===== src/rtl/rx_iq_scheduler.sv =====
`default_nettype none
// ============================================================================
// Module      : rx_iq_scheduler
// Description : Buffers spectrum and voice IQ samples in two 4-entry FIFOs.
//               On each fetch request it pops at most one pair per stream and
//               holds them as a stable frame until the bus interface finishes.
//               The overflow counters exist only when RX_IQ_OVF_CNT_EN is
//               defined. Otherwise both counters read 0 and OVF_CLR has no
//               effect.
// Revision    : 1.0 - initial release
// ============================================================================
module rx_iq_scheduler (
   input  logic        clk_in,
   input  logic        reset_in,
   input  logic [15:0] SPEC_I,        // two's complement
   input  logic [15:0] SPEC_Q,        // two's complement
   input  logic        SPEC_VALID,
   input  logic [15:0] VOICE_I,       // two's complement
   input  logic [15:0] VOICE_Q,       // two's complement
   input  logic        VOICE_VALID,
   input  logic        FETCH_REQ,
   input  logic        FETCH_DONE,
   output logic [15:0] OUT_SPEC_I,
   output logic [15:0] OUT_SPEC_Q,
   output logic [15:0] OUT_VOICE_I,
   output logic [15:0] OUT_VOICE_Q,
   output logic        OUT_VALID,
   output logic [1:0]  OUT_FRESH,
   output logic [7:0]  SPEC_OVF_CNT,
   output logic [7:0]  VOICE_OVF_CNT,
   input  logic        OVF_CLR
);

   typedef enum logic [1:0] {
      ST_IDLE    = 2'd0,
      ST_POP     = 2'd1,
      ST_PRESENT = 2'd2
   } state_t;

   localparam logic [2:0] C_DEPTH = 3'd4;

   state_t      state_q, state_d;
   logic        w_pop;
   logic [31:0] w_wdata [2];
   logic [1:0]  w_wvld;
   logic [31:0] w_out   [2];
   logic [1:0]  w_fresh;
   logic [7:0]  w_ovf   [2];

   // Index 0 is the spectrum stream and index 1 is the voice stream.
   assign w_wdata[0] = {SPEC_I, SPEC_Q};
   assign w_wdata[1] = {VOICE_I, VOICE_Q};
   assign w_wvld     = {VOICE_VALID, SPEC_VALID};

   // State register. An asynchronous reset aborts any frame in progress.
   always_ff @(posedge clk_in or posedge reset_in) begin
      if (reset_in) state_q <= ST_IDLE;
      else          state_q <= state_d;
   end

   // Next-state decode. A request is honoured only in IDLE and a done pulse
   // only in PRESENT, so there is no request queuing.
   always_comb begin
      state_d   = state_q;
      w_pop     = 1'b0;
      OUT_VALID = 1'b0;
      case (state_q)
         ST_IDLE:    if (FETCH_REQ) state_d = ST_POP;
         ST_POP: begin
            w_pop   = 1'b1;
            state_d = ST_PRESENT;
         end
         ST_PRESENT: begin
            OUT_VALID = 1'b1;
            if (FETCH_DONE) state_d = ST_IDLE;
         end
         default:    state_d = ST_IDLE;
      endcase
   end

   for (genvar s = 0; s < 2; s++) begin : g_stream
      logic [31:0] mem_q [4];
      logic [1:0]  wr_q, wr_d, rd_q, rd_d;
      logic [2:0]  cnt_q, cnt_d;
      logic [31:0] out_q, out_d;
      logic        fresh_q, fresh_d;
      logic        w_pop_mem, w_bypass, w_push, w_drop;

      // A pop from an empty FIFO takes a sample written in the same cycle
      // straight to the output, so the FIFO stays empty. A pop from a full
      // FIFO frees a slot for the same-cycle write, so nothing is dropped.
      always_comb begin
         w_pop_mem = w_pop && (cnt_q != 3'd0);
         w_bypass  = w_pop && (cnt_q == 3'd0) && w_wvld[s];
         w_push    = w_wvld[s] && !w_bypass && ((cnt_q != C_DEPTH) || w_pop_mem);
         w_drop    = w_wvld[s] && !w_bypass && !w_push;
         wr_d      = w_push    ? wr_q + 2'd1 : wr_q;
         rd_d      = w_pop_mem ? rd_q + 2'd1 : rd_q;
         cnt_d     = cnt_q + {2'd0, w_push} - {2'd0, w_pop_mem};
         out_d     = out_q;
         fresh_d   = fresh_q;
         if (w_pop) begin
            fresh_d = w_pop_mem || w_bypass;
            if (w_pop_mem)     out_d = mem_q[rd_q];
            else if (w_bypass) out_d = w_wdata[s];
         end
      end

      // Sample storage needs no reset because the pointers decide what is
      // valid.
      always_ff @(posedge clk_in) begin
         if (w_push) mem_q[wr_q] <= w_wdata[s];
      end

      // Pointer, occupancy and frame-output registers.
      always_ff @(posedge clk_in or posedge reset_in) begin
         if (reset_in) begin
            wr_q    <= 2'd0;
            rd_q    <= 2'd0;
            cnt_q   <= 3'd0;
            out_q   <= 32'd0;
            fresh_q <= 1'b0;
         end else begin
            wr_q    <= wr_d;
            rd_q    <= rd_d;
            cnt_q   <= cnt_d;
            out_q   <= out_d;
            fresh_q <= fresh_d;
         end
      end

      assign w_out[s]   = out_q;
      assign w_fresh[s] = fresh_q;

`ifdef RX_IQ_OVF_CNT_EN
      logic [7:0] ovf_q, ovf_d;

      // A clear takes priority over a drop in the same cycle. The count
      // saturates at 255.
      always_comb begin
         ovf_d = ovf_q;
         if (OVF_CLR)                      ovf_d = 8'd0;
         else if (w_drop && ovf_q != 8'hFF) ovf_d = ovf_q + 8'd1;
      end

      // Dropped-sample counter register.
      always_ff @(posedge clk_in or posedge reset_in) begin
         if (reset_in) ovf_q <= 8'd0;
         else          ovf_q <= ovf_d;
      end

      assign w_ovf[s] = ovf_q;
`else
      logic w_unused_drop;
      assign w_unused_drop = w_drop;
      assign w_ovf[s]      = 8'd0;
`endif
   end

`ifndef RX_IQ_OVF_CNT_EN
   logic w_unused_clr;
   assign w_unused_clr = OVF_CLR;
`endif

   assign OUT_SPEC_I    = w_out[0][31:16];
   assign OUT_SPEC_Q    = w_out[0][15:0];
   assign OUT_VOICE_I   = w_out[1][31:16];
   assign OUT_VOICE_Q   = w_out[1][15:0];
   assign OUT_FRESH     = w_fresh;
   assign SPEC_OVF_CNT  = w_ovf[0];
   assign VOICE_OVF_CNT = w_ovf[1];

endmodule
`default_nettype wire


===== config.mk =====
export PLATFORM = sky130hd
export DESIGN_NAME = rx_iq_scheduler
export DESIGN_NICKNAME = d
export VERILOG_FILES = /design/src/rtl/rx_iq_scheduler.sv
export SDC_FILE = /design/constraint.sdc
export NUM_CORES = 1
export LEC_CHECK = 0
export CAP_MARGIN = 20
export CORE_ASPECT_RATIO = 0.5
export CORE_MARGIN = 3
export CORE_UTILIZATION = 30
export DETAILED_ROUTE_END_ITERATION = 8
export SLEW_MARGIN = 0
export SYNTH_ARGS = -nofsm -noshare
export SYNTH_HDL_FRONTEND = slang
export SYNTH_SLANG_ARGS = --single-unit
export TNS_END_PERCENT = 1

===== constraint.sdc =====
create_clock -name clk_in -period 3.8 [get_ports clk_in]
set_clock_uncertainty 0.1 [all_clocks]
set_input_delay 0.76 -clock clk_in [delete_from_list [all_inputs] [get_ports clk_in]]
set_output_delay 0.76 -clock clk_in [all_outputs]
set_load 0.01 [all_outputs]

Yosys cells after proc, flatten, opt, wreduce, memory -nomap -nowiden
Memory sizes are Yosys's and may differ from the RTL's.
Index checks and enable logic that the tools add are counted.
- register bits: 82
- memory bits (writable): 256
- logic and storage cells: 66
- memories: 2
- add/sub/neg operators: 8
- equality and inequality tests: 6
- muxes and demuxes: 13
- reduce and logical (&&, ||, !) cells: 26
- memories (name ; words ; bits a word ; rd ports ; clocked after memory_dff ; wr ports ; line ; source):
    g_stream[0].mem_q ; 4 ; 32 ; 1 ; 0 ; 1 ; 82 ; logic [31:0] mem_q [4];
    g_stream[1].mem_q ; 4 ; 32 ; 1 ; 0 ; 1 ; 82 ;
- operator list (operator ; count):
    two-way mux 32 bit ; 4
    logical AND 1 bit ; 10
    adder 2 x 1 -> 2 bit, second input constant ; 4
    adder 3 x 1 -> 3 bit ; 2
    zero test 3 bit ; 2
    two-way mux 1 bit ; 6
    != test 3 bit, second input constant ; 2
    one-hot mux 2 bit (3 select lines) ; 1
    AND reduction 2 bit ; 3
    nonzero test 3 bit ; 2
    subtractor 3 x 1 -> 3 bit ; 2
    logical OR 1 bit ; 4
    two-way mux 2 bit ; 2
    != test 2 bit, second input constant ; 2
    nonzero test 2 bit ; 2
    equality test 2 x 1 -> 1 bit, second input constant ; 1
    equality test 2 bit, second input constant ; 1
    zero test 1 bit ; 2
    zero test 2 bit ; 1

Longest topological paths before layout
- word-level depth: 9
- mapped depth: 12
- mapped depth without buffers: 11

Least setup slack after synthesis
OpenSTA, ideal clock, no wires.
- path kind: register to register
- from: register state_q[1]
- to: register g_stream[1].cnt_q[2]
- arrival: 2.170 ns
- setup slack: 1.404 ns
- stages on the path, launching flop included: 13
- path buffers: 1
- cell sequence: dfrtp_1 -> nand2b_1 -> buf_6 -> xnor2_2 -> a21oi_4 -> inv_1 -> ha_1 -> inv_1 -> ha_1 -> inv_1 -> fa_1 -> xnor2_1 -> xnor2_1
- word-level cells in the longest chain between the ends: 9
- RTL lines (what ; line ; source):
    start, declared ; 42 ; state_t state_q, state_d;
    start signal, assigned ; 58 ; else state_q <= state_d;
    equality test 2 x 1 -> 1 bit (*) ; 67 ; case (state_q)
    two-way mux 1 bit (*) ; 67 ;
    logical AND 1 bit (2 in a row) ; 94 ; w_bypass = w_pop && (cnt_q == 3'd0) && w_wvld[s];
    zero test 1 bit ; - ;
    logical AND 1 bit ; - ;
    logical AND 1 bit ; 95 ; w_push = w_wvld[s] && !w_bypass && ((cnt_q != C_DEPTH) || w_pop_mem);
    adder 3 x 1 -> 3 bit ; 99 ; cnt_d = cnt_q + {2'd0, w_push} - {2'd0, w_pop_mem};
    subtractor 3 x 1 -> 3 bit (*) ; 99 ;
    via g_stream[1].cnt_d[2] ; 84 ; logic [2:0] cnt_q, cnt_d;
    end signal, assigned ; 126 ; cnt_q <= cnt_d;
    end, declared ; 84 ;
The timed path passes the listed nets; every way through them passes the cells marked *.
A chain may end at the register's enable or synchronous reset.

Final worst setup path
- from: register state_q[0]
- to: output port OUT_VALID
- word-level cells in the longest chain between the ends: 2
- RTL lines (what ; line ; source):
    equality test 2 bit ; 67 ;
    two-way mux 1 bit ; 67 ;
    end, declared ; 27 ; output logic OUT_VALID,
No other way between the ends.

==> results.yml <==
run_status:
  status: "completed"
timing:
  setup_violations: 0
  fin_tns_setup_ns: 0
  fmax_ghz: 0.3869
  min_period_ns: 2.585
  slew_headroom_pct: 32.32
  fin_crit_sh_pct: 68.01
  final_hold_viol_count: 0
  maxSlewViolCount: 0
  worst_slack_ns: 1.215
  rsz0062_at_grt: "no"
  tightest_slew_ns: 1.015
grt:
  antenna_found_initial: 0
  grt_overflow: 0
  grt_max_degree: 69
  grt_pass1_wl_um: 44110
  grt_pass1_vias: 7496
  grt_use_total_pct: 12.21
worst_setup_path:
  cp_top_family: "buffers and inverters"
  crit_chain: "or2b_1, inv_1, clkdlybuf4s50_1"
  cp_data_arrival_time_ns: 1.72
  cp.required_ns: 2.94
  crit_fanout: 4
  end_kind: "output pin"
  critPathKind: "reg -> out"
  cp.buffers_inverters: 2
  crit_path_top_delay_cell: "clkdlybuf4s50_1"
  cp-start-kind: "register"
  cpPeakStageDelay_ns: 0.53
synth:
  synth_compound_gate_area_share_pct: 3.559
  async_flop_share_pct: 24.26
  synth_edf_count: 256
  synth_top_family_by_area: "multiplexers"
  synth.area.mux_share_pct: 12.32
  ys_types: 30
  synthesis.area_um2: 13220
  synth_top_cell_by_area: "edfxtp_1"
  syn_avg_cell_area_um2: 18.23
  synth-simple-area-share_pct: 4.656
  synth_common_cells: "256 x edfxtp_1, 130 x nor2_1, 82 x dfrtp_1"
  synth_fa_ha_area_share_pct: 1.439
  synth_ff_type: "edfxtp_1"
  synth.ff_latch_count: 338
  yosysSeqAreaShare_pct: 73.67
  synth_top_area_share_pct: 58.15
  ys.warnings.count: 0
  syn_inst: 725
  yosysMostFrequentCell: "edfxtp_1"
  synth.area.top_cells: "edfxtp_1 58%, dfrtp_1 16%, mux4_1 8.7%"
  synth_xor_area_share_pct: 0.9086
clock_tree:
  cts_tree: "done"
  cts_hold_buf: 0
  cts_buffers: 34
  cts_resized: 0
  clk_pin_slew_ns: 0.06
  root_buffer: "clkbuf_16"
  clock_sinks: 338
  cts_buffer_depth: 3
  cts_setup_buffers: 0
  worstSkewPairLatency_ns: 0.50
  h-tree-depth: 2
final_layout:
  area_growth_pct: 23.94
  num_antenna_cells: 0
  drive_gt1_share_pct: 12.29
  layout.nets: 963
  num-fill-cells: 3911
  fin_util_pct: 38.37
place:
  io_buffer_count: 136
  place_ws_ns: 0.7465
  gp_congestion: 0.6950
  detailedPlacementHpwl_um: 16700
drt:
  firstDrtPassIters: 6
  routed_wl_um: 27990
  ant_nets: 0
  first_iter_violations: 440
  wl_met2_um: 14940
  wl_per_cell_um: 18.91
  wirelength_met1_um: 11660
  dr_wl_met3_um: 1039
  vias: 6809
  drcViolationCount: 0
  top_layer_used: "met4"
  vias_per_cell: 4.601
min_path:
  hp-class: "reg -> reg"
power:
  p_per_area_nw_per_um2: 773.4
  power_leakage_nw: 5.763
  ir_drop_mv: 0.2676
run:
  drv_cap: 0
floorplanning:
  die_w_um: 302.9
  io_pins: 154
  die_y_um: 154.4
  std_cell_rows: 53
  start_util_pct: 30.96
  core_area_um2: 42710
  fp.dieArea_um2: 46770
registers in the layout, indices dropped and copies added, names as in the netlist:
name / count
state_q: 2
g_stream.out_q: 64
g_stream.wr_q: 4
g_stream.cnt_q: 6
g_stream.rd_q: 4
g_stream.mem_q: 256
g_stream.fresh_q: 2
power by group:
part,internal (W),total (W),switching (W)
combinational,0.00193,0.00373,0.00181
sequential,0.00503,0.00559,0.000557
clock,0.00200,0.00335,0.00135
total,0.00895,0.0127,0.00372
area by class of cell:
cell class              count  area (µm²)  share of cell area [%]
repair buffers            157        1627                   9.927
multi-input cells         329        3110                   18.98
inverters                  18       70.07                  0.4276
flip-flops and latches    338        9742                   59.46
clock buffers              46       927.1                   5.659
clock inverters            15       186.4                   1.138
well taps                 577       721.9                   4.406
metrics by stage:
stage          instances  hold WS, ns  total power [W]  area (µm²)
6_report            1480       0.3803          0.01267       16380
5_1_grt             1480       0.4039          0.01342       16380
4_1_cts             1479       0.3830          0.01291       16360
3_5_place_dp        1418       0.3687         0.009502       15240
3_3_place_gp        1418       0.3562         0.009352       15240
2_1_floorplan        740       0.3368         0.007917       13280
cells in the final DEF (no fill, tap or decap), types with 3 or more instances in the layout:
cell type        netlist  routed
clkbuf_16              0      35
clkdlybuf4s50_1        0     136
clkinv_2               0       7
mux4_2                20      20
buf_12                 0       7
xnor2_1                9       9
dfrtp_1               82      80
nand2b_1               3       3
buf_4                 23      13
mux4_1                44      44
a21oi_4                2       4
clkbuf_1               4      10
inv_1                 18      17
edfxtp_1             256     256
and2_2                 0       8
o22ai_1               64      64
ha_1                  12      12
nor2_1               130     130
conb_1                 1      16
bufinv_16              0       4
per-layer routing:
layer,vias up,GRT usage [%]
met5,-,0
met4,0,2.865
met3,29,2.567
met2,106,22.42
met1,3573,14.68
li1,3101,-
kinds of logic (layout without fill, tap and decap cells):
| family | count (synthesis) | count (layout) |
|---|---|---|
| fa+ha+maj | 14 | 14 |
| simple gates | 150 | 150 |
| mux | 66 | 66 |
| buf+inv | 73 | 236 |
| other cells | 1 | 16 |
| compound gates | 71 | 71 |
| xor+xnor | 12 | 12 |
| flops | 338 | 338 |
path summary, 6_finish.rpt:
check,start,end,slack (ns),cells after the start
max in group asynchronous,reset_in,g_stream[1].out_q[20]$_DFFE_PP0P_,2.58,3
hold / removal,g_stream[0].fresh_q$_DFFE_PP0P_,g_stream[0].fresh_q$_DFFE_PP0P_,0.38,1
setup / recovery,state_q[0]$_DFFE_PP0P_,OUT_VALID,1.22,3
hold reg to reg,g_stream[0].fresh_q$_DFFE_PP0P_,g_stream[0].fresh_q$_DFFE_PP0P_,0.38,1
setup reg to reg,state_q[1]$_DFFE_PP0P_,g_stream[0].cnt_q[2]$_DFF_PP0_,1.27,10
min in group asynchronous,reset_in,g_stream[1].out_q[3]$_DFFE_PP0P_,0.42,2
Note: power is estimated with default switching activity, not from simulation.
